===== config.mk =====
export PLATFORM = sky130hd
export DESIGN_NAME = obi_rr_mux
export DESIGN_NICKNAME = d
export VERILOG_FILES = /design/src/rtl/obi_rr_mux.sv
export SDC_FILE = /design/constraint.sdc
export NUM_CORES = 1
export LEC_CHECK = 0
export CAP_MARGIN = 20
export CORE_AREA = 4 4 136 138
export DETAILED_ROUTE_END_ITERATION = 8
export DIE_AREA = 0 0 140 142
export PLACE_DENSITY_LB_ADDON = 0.2
export SLEW_MARGIN = 20
export SYNTH_ARGS = -nofsm -noshare
export SYNTH_HDL_FRONTEND = slang
export SYNTH_SLANG_ARGS = --single-unit
export TNS_END_PERCENT = 100

===== constraint.sdc =====
create_clock -name clk_i -period 9.05 [get_ports clk_i]
set_clock_uncertainty 0.05 [all_clocks]
set_input_delay 1.3575 -clock clk_i [delete_from_list [all_inputs] [get_ports clk_i]]
set_output_delay 1.3575 -clock clk_i [all_outputs]
set_load 0.1 [all_outputs]

===== src/rtl/obi_rr_mux.sv =====
// N-master to 1-slave OBI request/response multiplexer: round-robin arbitration
// with address-phase locking, and an in-order ID FIFO that routes responses back.
module obi_rr_mux #(
  parameter int NR_MASTERS      = 3,
  parameter int ADDR_WIDTH      = 32,
  parameter int DATA_WIDTH      = 32,
  parameter int MAX_OUTSTANDING = 2,
  localparam int BW = DATA_WIDTH / 8,
  localparam int IW = $clog2(NR_MASTERS),
  localparam int CW = $clog2(MAX_OUTSTANDING + 1)
) (
  input  logic                            clk_i,
  input  logic                            rst_i,
  input  logic [NR_MASTERS-1:0]           m_req_i,
  input  logic [NR_MASTERS*ADDR_WIDTH-1:0] m_addr_i,
  input  logic [NR_MASTERS-1:0]           m_we_i,
  input  logic [NR_MASTERS*BW-1:0]        m_be_i,
  input  logic [NR_MASTERS*DATA_WIDTH-1:0] m_wdata_i,
  output logic [NR_MASTERS-1:0]           m_gnt_o,
  output logic [NR_MASTERS-1:0]           m_rvalid_o,
  output logic [DATA_WIDTH-1:0]           m_rdata_o,
  output logic                            s_req_o,
  output logic [ADDR_WIDTH-1:0]           s_addr_o,
  output logic                            s_we_o,
  output logic [BW-1:0]                   s_be_o,
  output logic [DATA_WIDTH-1:0]           s_wdata_o,
  input  logic                            s_gnt_i,
  input  logic                            s_rvalid_i,
  input  logic [DATA_WIDTH-1:0]           s_rdata_i,
  output logic [CW-1:0]                   outstanding_o,
  output logic                            err_o
);

  // Handshake rule: a request transfers on the cycle where s_req_o && s_gnt_i;
  // a response transfers on any cycle with s_rvalid_i (no backpressure).

  localparam int PW = (MAX_OUTSTANDING > 1) ? $clog2(MAX_OUTSTANDING) : 1;
  localparam logic [CW-1:0] FULL_CNT = CW'(MAX_OUTSTANDING);
  localparam logic [PW-1:0] LAST_PTR = PW'(MAX_OUTSTANDING - 1);
  localparam logic [IW-1:0] LAST_IDX = IW'(NR_MASTERS - 1);

  typedef enum logic {
    ST_OPEN   = 1'b0,
    ST_LOCKED = 1'b1
  } lock_state_t;

  lock_state_t     r_state;
  logic [IW-1:0]   r_locked_idx;
  logic [IW-1:0]   r_rr_ptr;
  logic            r_err;

  logic [IW-1:0]   r_fifo [MAX_OUTSTANDING];
  logic [PW-1:0]   r_wr_ptr;
  logic [PW-1:0]   r_rd_ptr;
  logic [CW-1:0]   r_count;

  logic [IW-1:0]   w_rr_sel;
  logic            w_rr_hit;
  logic [IW-1:0]   w_sel;
  logic            w_full;
  logic            w_empty;
  logic            w_sreq;
  logic            w_push;
  logic            w_pop;
  logic [IW-1:0]   w_head;
  logic [NR_MASTERS-1:0] w_gnt;
  logic [NR_MASTERS-1:0] w_rvalid;

  function automatic logic [IW-1:0] rr_idx(input logic [IW-1:0] base, input int off);
    int s;
    s = int'(base) + off;
    if (s >= NR_MASTERS) s = s - NR_MASTERS;
    return IW'(s);
  endfunction

  function automatic logic [PW-1:0] ptr_inc(input logic [PW-1:0] p);
    return (p == LAST_PTR) ? '0 : p + 1'b1;
  endfunction

  // Round-robin search starting at r_rr_ptr; falls back to r_rr_ptr when idle.
  always_comb begin
    w_rr_sel = r_rr_ptr;
    w_rr_hit = 1'b0;
    for (int i = 0; i < NR_MASTERS; i++) begin
      if (!w_rr_hit && m_req_i[rr_idx(r_rr_ptr, i)]) begin
        w_rr_sel = rr_idx(r_rr_ptr, i);
        w_rr_hit = 1'b1;
      end
    end
  end

  assign w_sel   = (r_state == ST_LOCKED) ? r_locked_idx : w_rr_sel;
  assign w_full  = (r_count == FULL_CNT);
  assign w_empty = (r_count == '0);
  // Full is judged on the registered count, so a same-cycle pop never unblocks.
  assign w_sreq  = m_req_i[w_sel] && !w_full;
  assign w_push  = w_sreq && s_gnt_i;
  assign w_pop   = s_rvalid_i && !w_empty;
  assign w_head  = r_fifo[r_rd_ptr];

  always_comb begin
    w_gnt = '0;
    if (w_push) w_gnt[w_sel] = 1'b1;
  end

  always_comb begin
    w_rvalid = '0;
    if (w_pop) w_rvalid[w_head] = 1'b1;
  end

  assign s_req_o   = w_sreq;
  assign s_addr_o  = w_sreq ? m_addr_i[int'(w_sel)*ADDR_WIDTH +: ADDR_WIDTH] : '0;
  assign s_we_o    = w_sreq ? m_we_i[w_sel] : 1'b0;
  assign s_be_o    = w_sreq ? m_be_i[int'(w_sel)*BW +: BW] : '0;
  assign s_wdata_o = w_sreq ? m_wdata_i[int'(w_sel)*DATA_WIDTH +: DATA_WIDTH] : '0;

  assign m_gnt_o       = w_gnt;
  assign m_rvalid_o    = w_rvalid;
  assign m_rdata_o     = s_rdata_i;
  assign outstanding_o = r_count;
  assign err_o         = r_err;

  // Address-phase lock: once offered, the slave keeps seeing the same master.
  always_ff @(posedge clk_i) begin
    if (rst_i) begin
      r_state      <= ST_OPEN;
      r_locked_idx <= '0;
    end else begin
      case (r_state)
        ST_OPEN: begin
          if (w_sreq && !s_gnt_i) begin
            r_state      <= ST_LOCKED;
            r_locked_idx <= w_sel;
          end
        end
        ST_LOCKED: begin
          if (!m_req_i[r_locked_idx] || w_push) r_state <= ST_OPEN;
        end
        default: r_state <= ST_OPEN;
      endcase
    end
  end

  always_ff @(posedge clk_i) begin
    if (rst_i) begin
      r_rr_ptr <= '0;
    end else if (w_push) begin
      r_rr_ptr <= (w_sel == LAST_IDX) ? '0 : w_sel + 1'b1;
    end
  end

  // Sticky: a locked master abandoning its request, or a response with no owner.
  always_ff @(posedge clk_i) begin
    if (rst_i) begin
      r_err <= 1'b0;
    end else if ((r_state == ST_LOCKED && !m_req_i[r_locked_idx]) ||
                 (s_rvalid_i && w_empty)) begin
      r_err <= 1'b1;
    end
  end

  always_ff @(posedge clk_i) begin
    if (w_push) r_fifo[r_wr_ptr] <= w_sel;
  end

  always_ff @(posedge clk_i) begin
    if (rst_i) begin
      r_wr_ptr <= '0;
      r_rd_ptr <= '0;
      r_count  <= '0;
    end else begin
      if (w_push) r_wr_ptr <= ptr_inc(r_wr_ptr);
      if (w_pop)  r_rd_ptr <= ptr_inc(r_rd_ptr);
      case ({w_push, w_pop})
        2'b10:   r_count <= r_count + 1'b1;
        2'b01:   r_count <= r_count - 1'b1;
        default: r_count <= r_count;
      endcase
    end
  end

`ifndef SYNTHESIS
  a_gnt_onehot: assert property (@(posedge clk_i) disable iff (rst_i) $onehot0(m_gnt_o));
  a_rvalid_onehot: assert property (@(posedge clk_i) disable iff (rst_i) $onehot0(m_rvalid_o));
  a_count_bound: assert property (@(posedge clk_i) disable iff (rst_i) r_count <= FULL_CNT);
`endif

endmodule


==> flow_summary.json, run 1 <==
{
  "status": "completed",
  "syn_avg_cell_area_um2": 6.12,
  "synthCells": 556,
  "coreArea_um2": 17200,
  "grt_pass1_wl_mm": 25.6,
  "fmax_mhz": 137,
  "synth_top_area_share_pct": 15.9,
  "antenna_found_initial": 0,
  "fin_util_pct": 36.7,
  "rsz0062_at_grt": "no",
  "synth_cell_types": 47,
  "worstPathRequired_ns": 7.64,
  "clock_path_buffers": 2,
  "pre_cts_slack_ns": 1.74,
  "synth_warnings": 0,
  "cp_max_fo": 35,
  "postCtsHoldBufs": 0,
  "multi_input_area_um2": 2570,
  "synth_flop_cell": "dfxtp_1",
  "min_period_over_period_pct": 80.6,
  "area_growth_pct": 85.0,
  "drc": 0,
  "regArea_um2": 340,
  "vias": 4542,
  "ff2ff_path_depth": 11,
  "synth-edff-count": 4,
  "globalplace.congestion": 0.862,
  "die_area_um2": 19900,
  "n_antenna_cell": 0,
  "setup_ws_ns": 1.76,
  "period_needed_ns": 7.29,
  "yosysTopAreaCell": "nand2_1",
  "cts.htree.levels": 1,
  "cts_buffers": 3,
  "cts_tree": "built",
  "grt_pass1_vias": 4674,
  "drt-total-wl_mm": 17.1,
  "hpwl_mm": 13.3,
  "worstHoldPathCells": 2,
  "cts_root_buffer": "clkbuf_16",
  "die_h_um": 142,
  "overflow": 0,
  "start_util_pct": 19.8,
  "worstPathArrival_ns": 5.89,
  "hold_start": "r_rd_ptr",
  "hold_viol": 0,
  "fp.dieW_um": 140,
  "stdcell_area_um2": 6300,
  "synth-seq-cells": 15,
  "drive_above_1_share_pct": 3.47,
  "worstMarginPinSlew_ns": 1.03,
  "syn_area_um2": 3400,
  "clock-sinks": 15,
  "path_class": "input port to primary output",
  "fin_nets": 1031,
  "num_rows": 48,
  "vias_per_cell": 4.52,
  "crit_path_start_kind": "input port",
  "layout_common_cells": "289 x clkdlybuf4s50_1, 144 x nand2_1, 74 x a21oi_1",
  "clk_latency_ns": 0.25,
  "fin_setup_tns_ns": 0,
  "worstSetupEndpointType": "primary output",
  "yosysSeqAreaShare_pct": 10.0,
  "cts_resized": 0,
  "setup_viol": 0,
  "grt_max_degree": 78,
  "timing.rr.start": "r_rr_ptr[1]",
  "slew_violations": 0,
  "cts_setup_buffers": 0,
  "nFillCells": 1891,
  "synth_fp_nets": 807,
  "grt_util_all_layers_pct": 15.7,
  "antenna_left": 0,
  "dpl_cell_area_um2": 6220,
  "hold_class": "flip-flop to flip-flop",
  "path_clk_slew_ns": 0.05,
  "relSlewSlack_pct": 31.1,
  "crit_start": "m_req_i[2]",
  "wl_per_cell_um": 17.0,
  "first_pass_iters": 4,
  "port_buffers": 292,
  "pin_count": 357,
  "drt-initial-drc-count": 213,
  "synth.area.top_cells": "nand2_1 16%, o21a_1 16%, and3_1 13%",
  "final_common_cell": "clkdlybuf4s50_1",
  "cap_violations": 0,
  "async_reset_ff_share_pct": 0
}
-- path summary, 6_finish.rpt --
kind	to	slack [ns]
setup / recovery	s_addr_o[16]	1.76
hold / removal	r_rd_ptr	0.45
setup reg to reg	outstanding_o[1]	5.17
hold reg to reg	r_rd_ptr	0.45
-- area by class of cell --
class / instances / area share [%]
Inverter: 10 / 0.616
Multi-Input combinational cell: 450 / 40.8
Sequential cell: 15 / 5.40
Clock buffer: 4 / 1.25
Tap cell: 225 / 4.47
Timing Repair Buffer: 300 / 47.4
-- kinds of logic (layout without fill, tap and decap cells) --
group                      count (synthesis)  in the layout  share of synthesized area [%]
and+or+nand+nor                          268            268                           37.6
AOI/OAI and AO/OA                        165            165                           31.8
buffers and inverters                     91            314                           15.3
DFF                                       15             15                           10.0
muxes                                      9              9                           2.76
adders and majority gates                  5              5                           1.84
xor gates and xnor gates                   3              3                          0.772
-- registers in the layout, indices dropped and copies added (netlist names), named ones only --
signal	flops
r_state	1
r_rr_ptr	2
r_wr_ptr	1
outstanding_o	2
err_o	1
r_fifo	4
r_locked_idx	2
r_rd_ptr	1
-- synthesized netlist by cell type, drive strengths merged, types with 5 or more instances --
cell and count:
nand2 144, a21oi 74, o21a 72, and3 71, buf 44, clkbuf 37, nor2 16, dfxtp 11
inv 10, nor3 8, mux2i 6, ha 5, nand2b 5, nand3 5
-- worst max-delay path, stage by stage --
cell             delay (ns)
clkdlybuf4s50_1        0.55
mux2_2                 0.36
or4_4                  0.49
a311oi_2               0.34
or3_2                  0.20
a2111o_1               0.17
and3_2                 0.70
buf_4                  0.40
o21a_1                 0.17
clkdlybuf4s50_1        1.13
-- stage by stage --
stage          cells  hold slack [ns]
2_1_floorplan    556            0.422
3_3_place_gp    1000            0.440
3_5_place_dp    1000            0.440
4_1_cts         1004            0.456
5_1_grt         1004            0.483
6_report        1004            0.451
-- metal layers --
layer / track usage, % / part of all wire [%]
met1: 17.7 / 38
met2: 29.7 / 53
met3: 3.90 / 6.9
met4: 3.52 / 2.3
met5: 0 / 0
Power of run 1 is left out: the tool's default activity adds up to more than one toggle a clock period on the data nets, which glitch-free logic cannot reach.
==> inputs of run 2 (changes only) <==
==> constraint.sdc (replaced) <==
create_clock -name clk_i -period 6.14 [get_ports clk_i]
set_clock_uncertainty 0.05 [all_clocks]
set_input_delay 0.921 -clock clk_i [delete_from_list [all_inputs] [get_ports clk_i]]
set_output_delay 0.921 -clock clk_i [all_outputs]
set_load 0.1 [all_outputs]
==> flow_summary.json, run 2 (synthesized netlist as in run 1, its figures left out) <==
{
  "drt-total-wl_mm": 17.4,
  "wl_per_cell_um": 17.3,
  "layout_common_cells": "219 x clkdlybuf4s50_1, 144 x nand2_1, 75 x buf_12",
  "r2r-end": "outstanding_o[1]",
  "largest_reg_flops": 4,
  "grt_pass1_wl_mm": 25.7,
  "cp_cell_sequence": "clkdlybuf4s50_1, mux2_2, or4_4, a311oi_2, or3_2, a2111o_1, and3_2, buf_12, o21a_1, buf_12",
  "worstPathArrival_ns": 4.12,
  "postCtsHoldBufs": 0,
  "path_class": "input port to primary output",
  "fmax_mhz": 196,
  "cp_common_cell": "buf_12",
  "rsz0062_at_grt": "no",
  "cap_violations": 0,
  "area_growth_pct": 107,
  "pin_count": 357,
  "cts_tree": "built",
  "cts_setup_buffers": 0,
  "num_rows": 48,
  "dpl_cell_area_um2": 6960,
  "hold_start": "r_rd_ptr",
  "min_period_over_period_pct": 82.9,
  "cp_max_fo": 74,
  "top_register": "r_fifo",
  "vias_per_cell": 4.60,
  "critical_path.top_delay_family": "buffers and inverters",
  "clock-sinks": 15,
  "first_pass_iters": 4,
  "overflow": 0,
  "start_util_pct": 19.8,
  "cpMaxStageDelayCell": "clkdlybuf4s50_1",
  "drive_above_1_share_pct": 12.3,
  "cts_buffers": 3,
  "setup_viol": 0,
  "timing.rr.start": "r_rr_ptr[1]",
  "die_area_um2": 19900,
  "cts.htree.levels": 1,
  "drt-initial-drc-count": 158,
  "stdcell_area_um2": 7040,
  "ff2ff_path_depth": 11,
  "status": "completed",
  "crit_path_start_kind": "input port",
  "multi_input_area_um2": 2570,
  "grt_pass1_vias": 4488,
  "nFillCells": 1814,
  "slew_violations": 0,
  "antenna_found_initial": 0,
  "n_antenna_cell": 0,
  "die_h_um": 142,
  "drc": 0,
  "regArea_um2": 340,
  "fp.dieW_um": 140,
  "port_buffers": 292,
  "grt_util_all_layers_pct": 15.9,
  "hold_class": "flip-flop to flip-flop",
  "cts_resized": 0,
  "final_common_cell": "clkdlybuf4s50_1",
  "worstMarginPinSlew_ns": 0.979,
  "fin_setup_tns_ns": 0,
  "cts_root_buffer": "clkbuf_16",
  "fin_nets": 1030,
  "worstPathRequired_ns": 5.17,
  "hold_viol": 0,
  "hpwl_mm": 13.1,
  "globalplace.congestion": 0.820,
  "path_clk_slew_ns": 0.05,
  "fin_util_pct": 41.0,
  "critPathMaxStageDelay_ns": 0.55,
  "period_needed_ns": 5.09,
  "vias": 4618,
  "coreArea_um2": 17200,
  "clock_path_buffers": 2,
  "clk_latency_ns": 0.25,
  "antenna_left": 0,
  "relSlewSlack_pct": 34.5,
  "worstSetupEndpointType": "primary output",
  "grt_max_degree": 83,
  "worstHoldPathCells": 2,
  "path_buf_inv": 3,
  "worst-r2r-setup-slack_ns": 2.19
}
==> run 2: cell types whose count changed in the layout (fill, tap and decap cells not counted) <==
cell / delta
buf_12: +74
buf_4: -5
clkdlybuf4s50_1: -70
==> run 2: worst max-delay path by stage <==
stage                     startpoint            to  slack (ns)  cells after the start
after floorplan           m_req_i[2]    m_gnt_o[0]        0.42                      8
after global placement    m_req_i[0]  s_wdata_o[4]        1.09                     10
after detailed placement  m_req_i[2]  s_wdata_o[4]        1.07                     10
after CTS                 m_req_i[2]  s_wdata_o[4]        1.05                     10
after global routing      m_req_i[2]  s_wdata_o[4]        0.90                     10
final                     m_req_i[2]  s_wdata_o[4]        1.05                     10
==> run 2: area by class of cell <==
| class | instances | area share [%] |
|---|---|---|
| Clock buffer | 4 | 1.12 |
| Inverter | 10 | 0.551 |
| Timing Repair Buffer | 299 | 53.0 |
| Sequential cell | 15 | 4.83 |
| Multi-Input combinational cell | 450 | 36.5 |
| Tap cell | 225 | 4.00 |
==> run 2: per-stage QoR <==
step	hold slack, ns	setup slack (ns)	cells
after floorplan	0.422	0.420	556
after global placement	0.440	1.09	999
after detailed placement	0.443	1.07	999
after CTS	0.462	1.05	1003
after global routing	0.494	0.898	1003
final	0.453	1.05	1003
==> run 2: per-layer routing <==
layer | wire length (µm) | GRT usage (%) | vias to the layer above
met5 | 0 | 0 | -
met4 | 155 | 2.19 | 0
met3 | 1220 | 4.00 | 12
met2 | 9260 | 30.1 | 180
met1 | 6730 | 18.4 | 2089
li1 | - | - | 2337
==> run 2: worst reg2reg max path: stages (launching register included) <==
cell and delay, ns:
dfxtp_1 0.37, inv_1 0.15, ha_1 0.41, mux2_2 0.41, or4_4 0.49, a311oi_2 0.35, nor4b_1 0.11, a2111o_1 0.45
nand4_2 0.26, ha_1 0.32, or3_1 0.37, a21oi_1 0.14
Power of run 2 is left out for the same reason.
==> inputs of run 3 (changes only) <==
==> constraint.sdc (replaced) <==
create_clock -name clk_i -period 4.3 [get_ports clk_i]
set_clock_uncertainty 0.05 [all_clocks]
set_input_delay 0.645 -clock clk_i [delete_from_list [all_inputs] [get_ports clk_i]]
set_output_delay 0.645 -clock clk_i [all_outputs]
set_load 0.1 [all_outputs]
==> flow_summary.json, run 3 (synthesized netlist as in run 1, its figures left out) <==
{
  "path_clk_slew_ns": 0.04,
  "cp_max_fo": 42,
  "coreArea_um2": 17200,
  "die_h_um": 142,
  "crit_path_start_kind": "input port",
  "fp.dieW_um": 140,
  "nFillCells": 1791,
  "pin_count": 357,
  "fin_nets": 1048,
  "first_pass_iters": 4,
  "relSlewSlack_pct": 35.4,
  "port_buffers": 292,
  "path_class": "input port to primary output",
  "fmax_mhz": 237,
  "slew_violations": 0,
  "die_area_um2": 19900,
  "hold_viol": 0,
  "grt_pass1_vias": 4608,
  "hpwl_mm": 13.9,
  "wl_per_cell_um": 17.2,
  "grt_util_all_layers_pct": 16.0,
  "clock-sinks": 15,
  "vias_per_cell": 4.56,
  "start_util_pct": 19.8,
  "top_register": "r_fifo",
  "layout_common_cells": "215 x clkdlybuf4s50_1, 144 x nand2_1, 80 x buf_12",
  "stdcell_area_um2": 7300,
  "status": "completed",
  "worstSetupEndpointType": "primary output",
  "area_growth_pct": 114,
  "grt_max_degree": 82,
  "largest_reg_flops": 4,
  "antenna_found_initial": 0,
  "drt-total-wl_mm": 17.6,
  "n_antenna_cell": 0,
  "cts_tree": "built",
  "hold_class": "flip-flop to flip-flop",
  "final_common_cell": "clkdlybuf4s50_1",
  "overflow": 0,
  "cts_root_buffer": "clkbuf_16",
  "multi_input_area_um2": 2640,
  "worstPathArrival_ns": 3.52,
  "cts.htree.levels": 1,
  "rsz0062_at_grt": "no",
  "globalplace.congestion": 0.809,
  "cap_violations": 0,
  "clock_path_buffers": 2,
  "regArea_um2": 342,
  "num_rows": 48,
  "dpl_cell_area_um2": 7180,
  "antenna_left": 0,
  "clk_latency_ns": 0.25,
  "cts_buffers": 3,
  "min_period_over_period_pct": 97.9,
  "drc": 0,
  "setup_viol": 0,
  "vias": 4657,
  "worstMarginPinSlew_ns": 0.965,
  "drive_above_1_share_pct": 17.1,
  "worstPathRequired_ns": 3.61,
  "grt_pass1_wl_mm": 25.8,
  "postCtsHoldBufs": 0,
  "period_needed_ns": 4.21,
  "drt-initial-drc-count": 162
}
[run 3: cell count changes in the layout (fill, tap and decap cells not counted), moves of 2 or more]
cell / before / now
buf_4: 5 / 21
o21a_1: 72 / 63
o21a_2: 0 / 9
buf_12: 75 / 80
clkdlybuf4s50_1: 219 / 215
nor3_1: 7 / 4
nor3_2: 1 / 4
mux2i_1: 6 / 4
[run 3: layout make-up]
cell class              instances  area share [%]
clock buffers                   3            1.03
flip-flops and latches         15            4.68
clock inverters                 1          0.0685
repair buffers                317            53.7
multi-input cells             450            36.1
well taps                     225            3.86
inverters                      10           0.531
[run 3: worst max-delay path, stage by stage]
cell	delay, ns
clkdlybuf4s50_1	0.44
buf_4	0.18
nand3b_1	0.12
o21a_1	0.21
a311oi_4	0.12
or3_2	0.55
a2111o_1	0.45
and3_2	0.25
buf_12	0.18
o21a_1	0.16
buf_12	0.17
[run 3: metrics by stage]
| step | setup TNS (ns) | setup slack (ns) | std cells | hold slack [ns] | utilization [%] |
|---|---|---|---|---|---|
| 2_1_floorplan | -0.260 | -0.0973 | 556 | 0.422 | - |
| 3_3_place_gp | 0 | 0.0857 | 1017 | 0.435 | 41.8 |
| 3_5_place_dp | 0 | 0.0637 | 1017 | 0.451 | 41.8 |
| 4_1_cts | 0 | 0.0399 | 1021 | 0.462 | 42.3 |
| 5_1_grt | 0 | 0.00491 | 1021 | 0.476 | 42.5 |
| 6_report | 0 | 0.0893 | 1021 | 0.455 | 42.5 |
[run 3: worst paths after layout]
| path | start | to | slack, ns | cells past startpoint |
|---|---|---|---|---|
| setup / recovery | m_req_i[2] | s_wdata_o[5] | 0.09 | 11 |
| hold / removal | r_rd_ptr | r_rd_ptr | 0.46 | 2 |
| setup reg to reg | r_rr_ptr[1] | outstanding_o[1] | 0.64 | 13 |
| hold reg to reg | r_rd_ptr | r_rd_ptr | 0.46 | 2 |
[run 3: layer usage]
| metal | track usage (%) | routed length (µm) | vias to the layer above |
|---|---|---|---|
| li1 | - | - | 2369 |
| met1 | 17.9 | 6680 | 2122 |
| met2 | 30.8 | 9440 | 149 |
| met3 | 4.23 | 1200 | 17 |
| met4 | 2.86 | 240 | 0 |
| met5 | 0 | 0 | - |
[run 3: repair_timing]
action,4_1_cts,5_1_grt
endpoints found under the setup margin,0,72
hold endpoints to repair,0,0
gates resized for setup,0,9
buffers inserted,0,0
Power of run 3 is left out for the same reason.
